$ cat config.mk
export PLATFORM = sky130hd
export DESIGN_NAME = multicycle_ctrl
export DESIGN_NICKNAME = d
export VERILOG_FILES = /design/src/rtl/multicycle_ctrl.sv
export SDC_FILE = /design/constraint.sdc
export NUM_CORES = 1
export LEC_CHECK = 0
export BUFFER_PORTS_ARGS = -buffer_cell sky130_fd_sc_hd__buf_2
export CORE_ASPECT_RATIO = 0.8
export CORE_MARGIN = 5
export CORE_UTILIZATION = 47
export DETAILED_ROUTE_END_ITERATION = 10
export PLACE_DENSITY_LB_ADDON = 0.15
export SYNTH_ARGS = -nofsm -noshare
export SYNTH_HDL_FRONTEND = slang
export SYNTH_SLANG_ARGS = --single-unit
export TNS_END_PERCENT = 100
$ cat constraint.sdc
create_clock -name clk -period 2.01 [get_ports clk]
set_input_delay 0 -clock clk [delete_from_list [all_inputs] [get_ports clk]]
set_output_delay 0 -clock clk [all_outputs]
set_load 0.03 [all_outputs]
$ cat src/rtl/multicycle_ctrl.sv
`default_nettype none
// ============================================================================
// Module   : multicycle_ctrl
// Brief    : Multicycle FSM control unit for the RV32I-subset datapath.
//            Sequences FETCH/DECODE/EXEC/MEM/WB, drives datapath mux/ALU
//            controls and the PC/IR write strobes, and halts on illegal
//            instructions or a data-memory timeout.
//            Optional macro CTRL_INSTRET_EN adds a 32-bit retired-instruction
//            counter output (instret).
// Revision : 1.0 - initial release
// ============================================================================
module multicycle_ctrl #(
    parameter int MEM_TIMEOUT = 16
) (
    input  logic        clk,
    input  logic        rst,
    input  logic [31:0] instr,
    input  logic [4:0]  status,
    input  logic        mem_ready,
    output logic        pcsrc,
    output logic        alusrc,
    output logic [3:0]  aluop,
    output logic        memrw,
    output logic        wb,
    output logic        regrw,
    output logic [1:0]  immgen_ctrl,
    output logic        pc_we,
    output logic        ir_we,
    output logic        halted
`ifdef CTRL_INSTRET_EN
    ,
    output logic [31:0] instret
`endif
);

    // FSM state encoding
    localparam logic [2:0] c_ST_FETCH  = 3'd0;
    localparam logic [2:0] c_ST_DECODE = 3'd1;
    localparam logic [2:0] c_ST_EXEC   = 3'd2;
    localparam logic [2:0] c_ST_MEM    = 3'd3;
    localparam logic [2:0] c_ST_WB     = 3'd4;
    localparam logic [2:0] c_ST_HALT   = 3'd5;

    // Opcodes of the supported subset
    localparam logic [6:0] c_OP_RTYPE  = 7'b0110011;
    localparam logic [6:0] c_OP_IALU   = 7'b0010011;
    localparam logic [6:0] c_OP_LOAD   = 7'b0000011;
    localparam logic [6:0] c_OP_STORE  = 7'b0100011;
    localparam logic [6:0] c_OP_BRANCH = 7'b1100011;

    // ALU operation codes
    localparam logic [3:0] c_ALU_ADD = 4'b0010;
    localparam logic [3:0] c_ALU_SUB = 4'b0110;
    localparam logic [3:0] c_ALU_AND = 4'b0000;
    localparam logic [3:0] c_ALU_OR  = 4'b0001;

    // Decoded instruction classes
    localparam logic [3:0] c_CL_ILLEGAL = 4'd0;
    localparam logic [3:0] c_CL_ADD     = 4'd1;
    localparam logic [3:0] c_CL_SUB     = 4'd2;
    localparam logic [3:0] c_CL_AND     = 4'd3;
    localparam logic [3:0] c_CL_OR      = 4'd4;
    localparam logic [3:0] c_CL_ADDI    = 4'd5;
    localparam logic [3:0] c_CL_LW      = 4'd6;
    localparam logic [3:0] c_CL_SW      = 4'd7;
    localparam logic [3:0] c_CL_BEQ     = 4'd8;

    // Last wait-counter value tolerated in MEM before giving up
    localparam logic [7:0] c_TIMEOUT_LAST = 8'(MEM_TIMEOUT - 1);

    logic [2:0] r_state;
    logic [2:0] w_next;
    logic [6:0] r_opcode;
    logic [2:0] r_funct3;
    logic       r_funct7b;
    logic [7:0] r_wait_cnt;
    logic [3:0] w_cls;
    logic [1:0] w_imm;
    logic [3:0] w_alu_op;
    logic       w_alu_src;
    logic       w_is_lw;
    logic       w_is_sw;
    logic       w_timeout;
    logic       w_unused;

    // Instruction bits the controller never looks at, plus the reserved flags
    assign w_unused = ^{instr[31], instr[29:15], instr[11:7], status[4:1]};

    // State register
    always_ff @(posedge clk) begin
        if (!rst) begin
            r_state <= c_ST_FETCH;
        end else begin
            r_state <= w_next;
        end
    end

    // Capture the decode fields while the instruction is being fetched
    always_ff @(posedge clk) begin
        if (!rst) begin
            r_opcode  <= 7'd0;
            r_funct3  <= 3'd0;
            r_funct7b <= 1'b0;
        end else if (r_state == c_ST_FETCH) begin
            r_opcode  <= instr[6:0];
            r_funct3  <= instr[14:12];
            r_funct7b <= instr[30];
        end
    end

    // Count cycles spent waiting on data memory; restarts on every MEM entry
    always_ff @(posedge clk) begin
        if (!rst) begin
            r_wait_cnt <= 8'd0;
        end else if ((r_state == c_ST_MEM) && !mem_ready) begin
            r_wait_cnt <= r_wait_cnt + 8'd1;
        end else begin
            r_wait_cnt <= 8'd0;
        end
    end

    assign w_timeout = (r_wait_cnt == c_TIMEOUT_LAST);

    // Classify the latched instruction; anything unlisted is illegal
    always_comb begin
        w_cls = c_CL_ILLEGAL;
        case (r_opcode)
            c_OP_RTYPE: begin
                if      ((r_funct3 == 3'b000) && !r_funct7b) w_cls = c_CL_ADD;
                else if ((r_funct3 == 3'b000) &&  r_funct7b) w_cls = c_CL_SUB;
                else if ((r_funct3 == 3'b111) && !r_funct7b) w_cls = c_CL_AND;
                else if ((r_funct3 == 3'b110) && !r_funct7b) w_cls = c_CL_OR;
                else                                         w_cls = c_CL_ILLEGAL;
            end
            c_OP_IALU:   if (r_funct3 == 3'b000) w_cls = c_CL_ADDI;
            c_OP_LOAD:   if (r_funct3 == 3'b010) w_cls = c_CL_LW;
            c_OP_STORE:  if (r_funct3 == 3'b010) w_cls = c_CL_SW;
            c_OP_BRANCH: if (r_funct3 == 3'b000) w_cls = c_CL_BEQ;
            default:     w_cls = c_CL_ILLEGAL;
        endcase
    end

    // Immediate format follows the opcode alone
    always_comb begin
        w_imm = 2'b00;
        case (r_opcode)
            c_OP_LOAD:   w_imm = 2'b01;
            c_OP_STORE:  w_imm = 2'b10;
            c_OP_BRANCH: w_imm = 2'b11;
            default:     w_imm = 2'b00;
        endcase
    end

    // ALU operation and B-operand source for the decoded class
    always_comb begin
        w_alu_op  = c_ALU_ADD;
        w_alu_src = 1'b0;
        case (w_cls)
            c_CL_SUB:  w_alu_op = c_ALU_SUB;
            c_CL_BEQ:  w_alu_op = c_ALU_SUB;
            c_CL_AND:  w_alu_op = c_ALU_AND;
            c_CL_OR:   w_alu_op = c_ALU_OR;
            c_CL_ADDI: w_alu_src = 1'b1;
            c_CL_LW:   w_alu_src = 1'b1;
            c_CL_SW:   w_alu_src = 1'b1;
            default:   w_alu_op = c_ALU_ADD;
        endcase
    end

    assign w_is_lw = (w_cls == c_CL_LW);
    assign w_is_sw = (w_cls == c_CL_SW);

    // Next-state logic
    always_comb begin
        w_next = r_state;
        case (r_state)
            c_ST_FETCH:  w_next = c_ST_DECODE;
            c_ST_DECODE: w_next = (w_cls == c_CL_ILLEGAL) ? c_ST_HALT : c_ST_EXEC;
            c_ST_EXEC: begin
                case (w_cls)
                    c_CL_BEQ:     w_next = c_ST_FETCH;
                    c_CL_LW:      w_next = c_ST_MEM;
                    c_CL_SW:      w_next = c_ST_MEM;
                    c_CL_ILLEGAL: w_next = c_ST_HALT;
                    default:      w_next = c_ST_WB;
                endcase
            end
            c_ST_MEM: begin
                if (mem_ready)      w_next = w_is_lw ? c_ST_WB : c_ST_FETCH;
                else if (w_timeout) w_next = c_ST_HALT;
                else                w_next = c_ST_MEM;
            end
            c_ST_WB:     w_next = c_ST_FETCH;
            c_ST_HALT:   w_next = c_ST_HALT;
            default:     w_next = c_ST_HALT;
        endcase
    end

    // Output decode; everything is forced to its idle value while in reset
    always_comb begin
        pcsrc       = 1'b0;
        alusrc      = 1'b0;
        aluop       = c_ALU_ADD;
        memrw       = 1'b0;
        wb          = 1'b0;
        regrw       = 1'b0;
        immgen_ctrl = 2'b00;
        pc_we       = 1'b0;
        ir_we       = 1'b0;
        halted      = 1'b0;
        if (rst) begin
            case (r_state)
                c_ST_FETCH: ir_we = 1'b1;
                c_ST_DECODE: immgen_ctrl = w_imm;
                c_ST_EXEC: begin
                    alusrc      = w_alu_src;
                    aluop       = w_alu_op;
                    immgen_ctrl = w_imm;
                    if (w_cls == c_CL_BEQ) begin
                        pc_we = 1'b1;
                        pcsrc = status[0];
                    end
                end
                c_ST_MEM: begin
                    // Address inputs stay stable for the whole access; a store
                    // only retires (pc_we) in the cycle memory accepts it
                    alusrc      = 1'b1;
                    aluop       = c_ALU_ADD;
                    immgen_ctrl = w_imm;
                    memrw       = w_is_sw;
                    pc_we       = w_is_sw && mem_ready;
                end
                c_ST_WB: begin
                    alusrc      = w_alu_src;
                    aluop       = w_alu_op;
                    immgen_ctrl = w_imm;
                    regrw       = 1'b1;
                    pc_we       = 1'b1;
                    wb          = w_is_lw;
                end
                c_ST_HALT: halted = 1'b1;
                default:   halted = 1'b0;
            endcase
        end
    end

`ifdef CTRL_INSTRET_EN
    logic [31:0] r_instret;

    // Each PC write retires exactly one instruction
    always_ff @(posedge clk) begin
        if (!rst) begin
            r_instret <= 32'd0;
        end else if (pc_we) begin
            r_instret <= r_instret + 32'd1;
        end
    end

    assign instret = r_instret;
`endif

endmodule
`default_nettype wire
Yosys cells after proc, flatten, opt, wreduce, memory -nomap -nowiden:

Index checks and enable logic that the tools add are counted.
W data, S select, Z words.

* output and inout port bits: 14
* bits of input ports: 40
* flip-flop bits (word level): 22
* word-level logic and storage cells: 84

* add/subtract/negate cells: 1
* muxes and demuxes: 40
* reductions and logical operators: 17
* eq/ne operators: 21

Operators with widths (count)
* $mux W3: 11
* $pmux W4 S5: 1
* $pmux W3 S3: 2
* $mux W1: 17
* $eq A4 B3 Y1 const B: 4
* $pmux W3 S5: 1
* $eq A7 B6 Y1 const B: 2
* $eq A3 B3 Y1 const B: 4
* $mux W4: 3
* $eq A3 B2 Y1 const B: 3
* $add A8 B1 Y8 const B: 1
* $eq A4 B2 Y1 const B: 2
* $eq A8 B4 Y1 const B: 1
* $eq A7 B2 Y1 const B: 1
* $eq A7 B5 Y1 const B: 1
* $eq A7 B7 Y1 const B: 1
* $logic_and A1 B1 Y1: 6
* $logic_not A3 Y1: 2
* $pmux W2 S3: 1
* $reduce_or A2 Y1: 3
* $eq A4 B4 Y1 const B: 1
* $logic_not A4 Y1: 1
* $mux W2: 2
* $reduce_or A4 Y1: 1
* 6 further kinds: 7

Longest topological paths before layout:

Gate-level depths: netlist (run 1).

* depth in word-level cells: 12
* depth in mapped cells: 7
* depth with buffers taken out: 6

Worst setup path after synthesis (run 1):

OpenSTA, ideal clock, no wires.

* kind: reg2out
* start: register r_state[1]
* end: output port wb
* data required time: 2010 ps
* data arrival time: 1921 ps
* stages on the path, launching flop included: 5
* slack: 89 ps
* path buffers: 1
* path through: dfxtp_1 > clkbuf_1 > nor3b_1 > and2_1 > nor3b_1

* word-level cells in the longest chain between the ends: 3

RTL lines
* start, declared: line 71 `logic [2:0] r_state;`
* start signal, assigned: line 92 `r_state <= c_ST_FETCH;`
* start signal, assigned: line 94 `r_state <= w_next;`
* $eq A3 B3 Y1: line 212 `case (r_state)`
* $mux W1: line 212
* $mux W1: line 211 `if (rst) begin`
* end, declared: line 24 `output logic wb,`

Every way passes these cells.

Worst setup path in the final report (run 1):

* start: register r_state[0]
* end: output port pc_we

* word-level cells in the longest chain between the ends: 3
* elaborated cells between the ends (all ways): 5
* classes of those cells: eq/ne (3); mux (2)

RTL lines
* $eq A3 B3 Y1 / $eq A3 B2 Y1 (equally long branches): line 212
* $pmux W1 S3 *: line 212
* $mux W1 *: line 211
* end, declared: line 27 `output logic pc_we,`

Mark *: on every way between the ends. The rest lies on a longest branch, timed or not.

==> results.yml, run 1 <==
min_path:
  hold_path_depth: 3
  hp-class: "in2reg"
  worstHoldStart: "mem_ready"
  holdPathEnd: "r_wait_cnt[6]"
logic_synthesis:
  synth_edf_count: 0
  ys_warn_count: 0
  yosysMostFrequentCell: "nand2_1"
  synth_flop_cell: "dfxtp_1"
  syn_area_sq_mm: 0.00127
  synth_top_area_share_pct: 34.8
  syn_nets: 214
  syn_inst: 173
  ys_top_cells_by_area: "dfxtp_1, nand2_1, a21oi_1"
  ys_seq_area_share_pct: 34.8
  synth_commonest_cells: "nand2_1, dfxtp_1, nor2_1"
  synth_cell_types: 44
  syn_avg_cell_area_sq_um: 7.32
  synthArstFlopShare_pct: 0
  synth_largest_area_cell: "dfxtp_1"
  ys_ff_latch: 22
power_and_ir_drop:
  p_sw_mw: 0.363
  p_sw_share_pct: 31.2
  p_per_area_mw_per_mm2: 736
  clkPwrFrac_pct: 29.8
  sequentialPowerShare_pct: 45.4
  ir_worst_vdd_v: 0.000464
  leakagePower_nw: 0.621
  pwr-share-comb_pct: 24.9
  p_int_mw: 0.800
final_layout:
  antennaDiodeCount: 0
  nNetsFinal: 247
  multi_input_area_sq_um: 758
  syn2layout_area_growth_pct: 24.8
  layout-drive-gt1-share_pct: 21.0
  fillCellCount: 244
  regArea_sq_um: 442
setup_path:
  end_kind: "output pin"
  cp_slowest_cell: "dfxtp_1"
  max_stage_delay_ns: 0.55
  critPathKind: "reg2out"
  reg2reg_depth: 5
  reg2reg_from: "r_opcode[6]"
  required_ns: 2.01
  worst-r2r-setup-slack_ns: 0.28
  cp_cell_sequence: "buf_4 > nor2_1 > a32oi_1 > nor2_1 > a31oi_1 > nor2_1 > buf_2"
  crit_top_cell: "nor2_1"
  setup.worst_path.start: "r_state[0]"
  cp-start-kind: "register"
  timing.rr.end: "r_state[0]"
  crit_arrival_ns: 1.84
  critPathMaxFanout: 10
timing:
  grt_setup_unrepaired: "false"
  drv_slew: 0
  slew_headroom_pct: 27.0
  worstMarginPinSlew_ns: 1.09
  setup-tns-final_ns: 0
  clock_skew_ns: 0.0111
  period_share_pct: 91.3
  setup_viol: 0
  fin_hold_ws_ns: 0.0884
  clock.fmax_mhz: 545
  min_period_ns: 1.84
  finalHoldViolations: 0
outcome:
  status: "finished clean"
cts:
  clk_path_buf_depth: 2
  clk_latency_ns: 0.32
  htreeDepth: 1
  cts.sinks: 22
  cts.clk_slew.worst_paths_ns: 0.14
  cts_made_buffers: 3
  tritoncts: "yes"
  clockRootBuffer: "clkbuf_4"
grt:
  track_usage_pct: 16.6
  grt_max_degree: 18
  overflow: 0
  grt_pass1_vias: 1178
  antenna_found_initial: 0
  grt_pass1_wl_microns: 5080
routing:
  via_per_inst: 5.31
  first_pass_iters: 4
  num_vias: 1279
  final_antenna_net_count: 0
  finalWirelength_microns: 3130
  wl_per_cell_microns: 13.0
  drt_iter0_markers: 87
  post-route-drc-count: 0
floorplan:
  start_util_pct: 50.2
  core_sq_mm: 0.00252
  io_pins: 54
  die_h_microns: 56.4
  dieArea_sq_mm: 0.00384
  die_w_microns: 68.0
  num_rows: 16
placement:
  hpwl_microns: 2270
  port_buffers: 27
  gp_congestion: 0.903
job:
  drv_cap: 0
cells in the final DEF (no fill, tap or decap), types with 2 or more instances in the layout:
cell type       n
nand2_1        32
buf_2          27
dfxtp_1        21
nor2_1         18
a21oi_1        16
dlygate4sd3_1  11
nor3_1          8
xnor2_1         5
nand3_1         5
nor2b_1         4
nand2b_1        3
or3_1           3
o21ai_0         3
inv_1           3
xor2_1          3
nor3b_1         3
a31oi_1         3
clkbuf_4        3
buf_4           3
nor4_1          2
and3_1          2
o22ai_1         2
worst max-delay path by stage:
stage	end	slack (ns)	depth (start not counted)
finish	pc_we	0.17	7
global route	aluop[0]	0.03	6
CTS	alusrc	0.07	5
detailed placement	r_opcode[1]	0.28	3
global placement	r_opcode[5]	0.29	3
floorplan	wb	0.09	4
flip-flops by register name, indices dropped and copies added, names as in the netlist:
signal and count:
r_funct7b 1, r_opcode 7, r_funct3 3, r_wait_cnt 8, r_state 3
stage by stage:
step	cell area (sq um)	worst slack [ns]	instances	power, mW	utilization, %
finish	1580	0.175	241	1.16	62.6
global route	1580	0.0314	241	1.22	62.6
CTS	1570	0.0739	241	1.16	62.2
detailed placement	1410	0.282	226	0.800	55.8
global placement	1410	0.293	226	0.793	55.8
floorplan	1270	0.0886	173	0.737	-
layer usage:
layer  GRT usage (%)  share of wire [%]  vias up
li1                -                  -      652
met1            23.0                 49      591
met2            25.5                 44       34
met3            4.99                6.9        2
met4            2.55               0.32        0
met5               0                  0        -
layout make-up:
cell class | instances | area share [%]
Inverter | 4 | 0.950
Tap cell | 36 | 2.85
Multi-Input combinational cell | 134 | 48.0
Clock inverter | 1 | 1.90
Sequential cell | 22 | 27.9
Clock buffer | 3 | 1.43
Timing Repair Buffer | 41 | 16.9
kinds of logic after synthesis:
family	Yosys count	share of synthesized area, %
fa+ha+maj	1	0.988
compound gates	30	14.4
buf+inv	17	6.13
simple gates	93	37.1
flops	22	34.8
xor+xnor	8	5.53
mux	1	0.791
other cells	1	0.296
power groups by stage:
stage | logic [mW] | clock network [mW] | registers (mW)
floorplan | 0.243 | 0 | 0.495
global placement | 0.262 | 0 | 0.531
detailed placement | 0.265 | 0 | 0.535
CTS | 0.284 | 0.353 | 0.525
global route | 0.322 | 0.368 | 0.533
finish | 0.289 | 0.346 | 0.528
worst max-delay path, delay by kind of cell, from the launching register on:
kind / cells / cell delay (ns)
flops: 1 / 0.55
compound gates: 2 / 0.35
buf+inv: 2 / 0.44
simple gates: 3 / 0.19
what timing repair did:
| action | CTS | global route |
|---|---|---|
| hold buffers | 11 | 0 |
| setup buffers | 0 | 0 |
| gates resized for setup | 0 | 3 |
| endpoints found under the setup margin | 0 | 2 |
| hold endpoints to repair | 11 | 0 |
Power figures use the tool's default switching activity.
==> run 2, diff against run 1 <==
CORE_UTILIZATION = 30   (was 47)
REMOVE_ABC_BUFFERS = 1   (was default)
==> run 2 against run 1 <==
  * Sequential share of layout area decreased by 0.56 points
  * Highest routed layer unchanged
  * Largest cell class unchanged
  * Cell count is 8.7% higher
  * Maximum frequency rose by 1.1%
  * Hold slack improved by 0.071 ns
==> results.yml, run 2 (synthesis gave the netlist of run 1 again) <==
cts:
  clockRootBuffer: "clkbuf_8"
  cts.clk_slew.worst_paths_ns: 0.08
  tritoncts: "yes"
  clk_path_buf_depth: 2
  clk_latency_ns: 0.26
  cts_made_buffers: 3
  htreeDepth: 1
  cts.sinks: 22
timing:
  finalHoldViolations: 0
  grt_setup_unrepaired: "false"
  clock.fmax_mhz: 551
  slew_headroom_pct: 55.8
  period_share_pct: 90.3
  drv_slew: 0
  min_period_ns: 1.81
  worstMarginPinSlew_ns: 0.660
  setup-tns-final_ns: 0
  setup_viol: 0
  clock_skew_ns: 0.00387
floorplan:
  num_rows: 21
  io_pins: 54
  dieArea_sq_mm: 0.00563
  core_sq_mm: 0.00413
  die_w_microns: 82.6
  die_h_microns: 68.1
  start_util_pct: 30.7
setup_path:
  crit_family: "simple AND/OR/NAND/NOR gates"
  cp_cell_sequence: "or3_4 > nor3_1 > o21ai_0 > a21oi_1 > buf_2"
  cp_slowest_cell: "or3_4"
  required_ns: 2.01
  max_stage_delay_ns: 0.42
  end_kind: "output pin"
  cp-start-kind: "register"
  critPathMaxFanout: 7
  crit_arrival_ns: 1.81
  critPathKind: "reg2out"
  path_buf_inv: 1
grt:
  antenna_found_initial: 0
  track_usage_pct: 12.6
  overflow: 0
  grt_pass1_vias: 1189
  grt_max_degree: 18
  grt_pass1_wl_microns: 5420
placement:
  hpwl_microns: 2400
  place_area_sq_mm: 0.00143
  port_buffers: 27
  gp_congestion: 0.838
final_layout:
  syn2layout_area_growth_pct: 27.0
  top_regs: "r_wait_cnt x8, r_opcode x7"
  antennaDiodeCount: 0
  largest_reg_flops: 8
  layout-drive-gt1-share_pct: 20.5
  layout_common_cells: "nand2_1, buf_2, dfxtp_1, nor2_1, a21oi_1"
  nNetsFinal: 247
  fin_util_pct: 39.0
  final_common_cell: "nand2_1"
  largest-register: "r_wait_cnt"
  finalInstanceArea_sq_mm: 0.00161
power_and_ir_drop:
  ir_worst_vdd_v: 0.000294
  leakagePower_nw: 0.623
  p_per_area_mw_per_mm2: 701
routing:
  num_vias: 1265
  final_antenna_net_count: 0
  finalWirelength_microns: 3160
  drt_iter0_markers: 110
  first_pass_iters: 4
  wl_per_cell_microns: 12.0
  via_per_inst: 4.83
  post-route-drc-count: 0
outcome:
  status: "finished clean"
job:
  drv_cap: 0
min_path:
  hp-class: "in2reg"
[run 2: cell count changes in the layout (fill, tap and decap cells not counted), sizes merged]
cell,change
bufinv,-1
clkbuf,+1
[run 2: path summary, 6_finish.rpt]
check | startpoint | slack, ns | to | cells past startpoint
max | r_opcode[6] | 0.20 | alusrc | 5
min | mem_ready | 0.16 | r_wait_cnt[1] | 3
max reg2reg | r_opcode[6] | 0.36 | r_state[2] | 5
min reg2reg | r_wait_cnt[0] | 0.45 | r_wait_cnt[0] | 1
[run 2: tightest hold or removal path: stages]
cell and delay (ns):
buf_2 0.11, or3b_2 0.21, nor2_1 0.05
[run 2: stage by stage]
step	hold slack [ns]	setup WS (ns)	cells	power, mW
4_1_cts	0.159	0.179	262	1.14
2_1_floorplan	0.136	0.0934	160	0.714
3_3_place_gp	0.240	0.286	247	0.798
5_1_grt	0.189	0.0159	262	1.20
6_report	0.160	0.195	262	1.13
3_5_place_dp	0.251	0.200	247	0.802
[run 2: final cells by class]
cell class / count / area [sq um]
Inverter: 4 / 15.0
Multi-Input combinational cell: 134 / 758
Fill cell: 436 / 2520
Clock buffer: 4 / 55.1
Timing Repair Buffer: 41 / 268
Sequential cell: 22 / 440
Tap cell: 57 / 71.3
[run 2: timing repair]
item / 4_1_cts / 5_1_grt
buffers inserted: 0 / 0
endpoints found under the hold margin: 11 / 0
gates resized for setup: 0 / 2
hold buffers: 11 / 0
setup endpoints to repair: 0 / 3
[run 2: power by group]
part           leakage (nW)  switching [mW]  internal, mW  total (mW)
sequential            0.180          0.0646         0.469       0.534
clock                0.0288           0.140         0.175       0.315
combinational         0.415           0.148         0.130       0.278
total                 0.623           0.353         0.774        1.13
[run 2: per-layer routing]
layer  vias up  GRT usage (%)  wire, microns
met3         4           3.16            247
met4         0           5.51             57
met5         -              0              0
met2        37           18.6           1250
li1        656              -              -
met1       568           17.4           1600
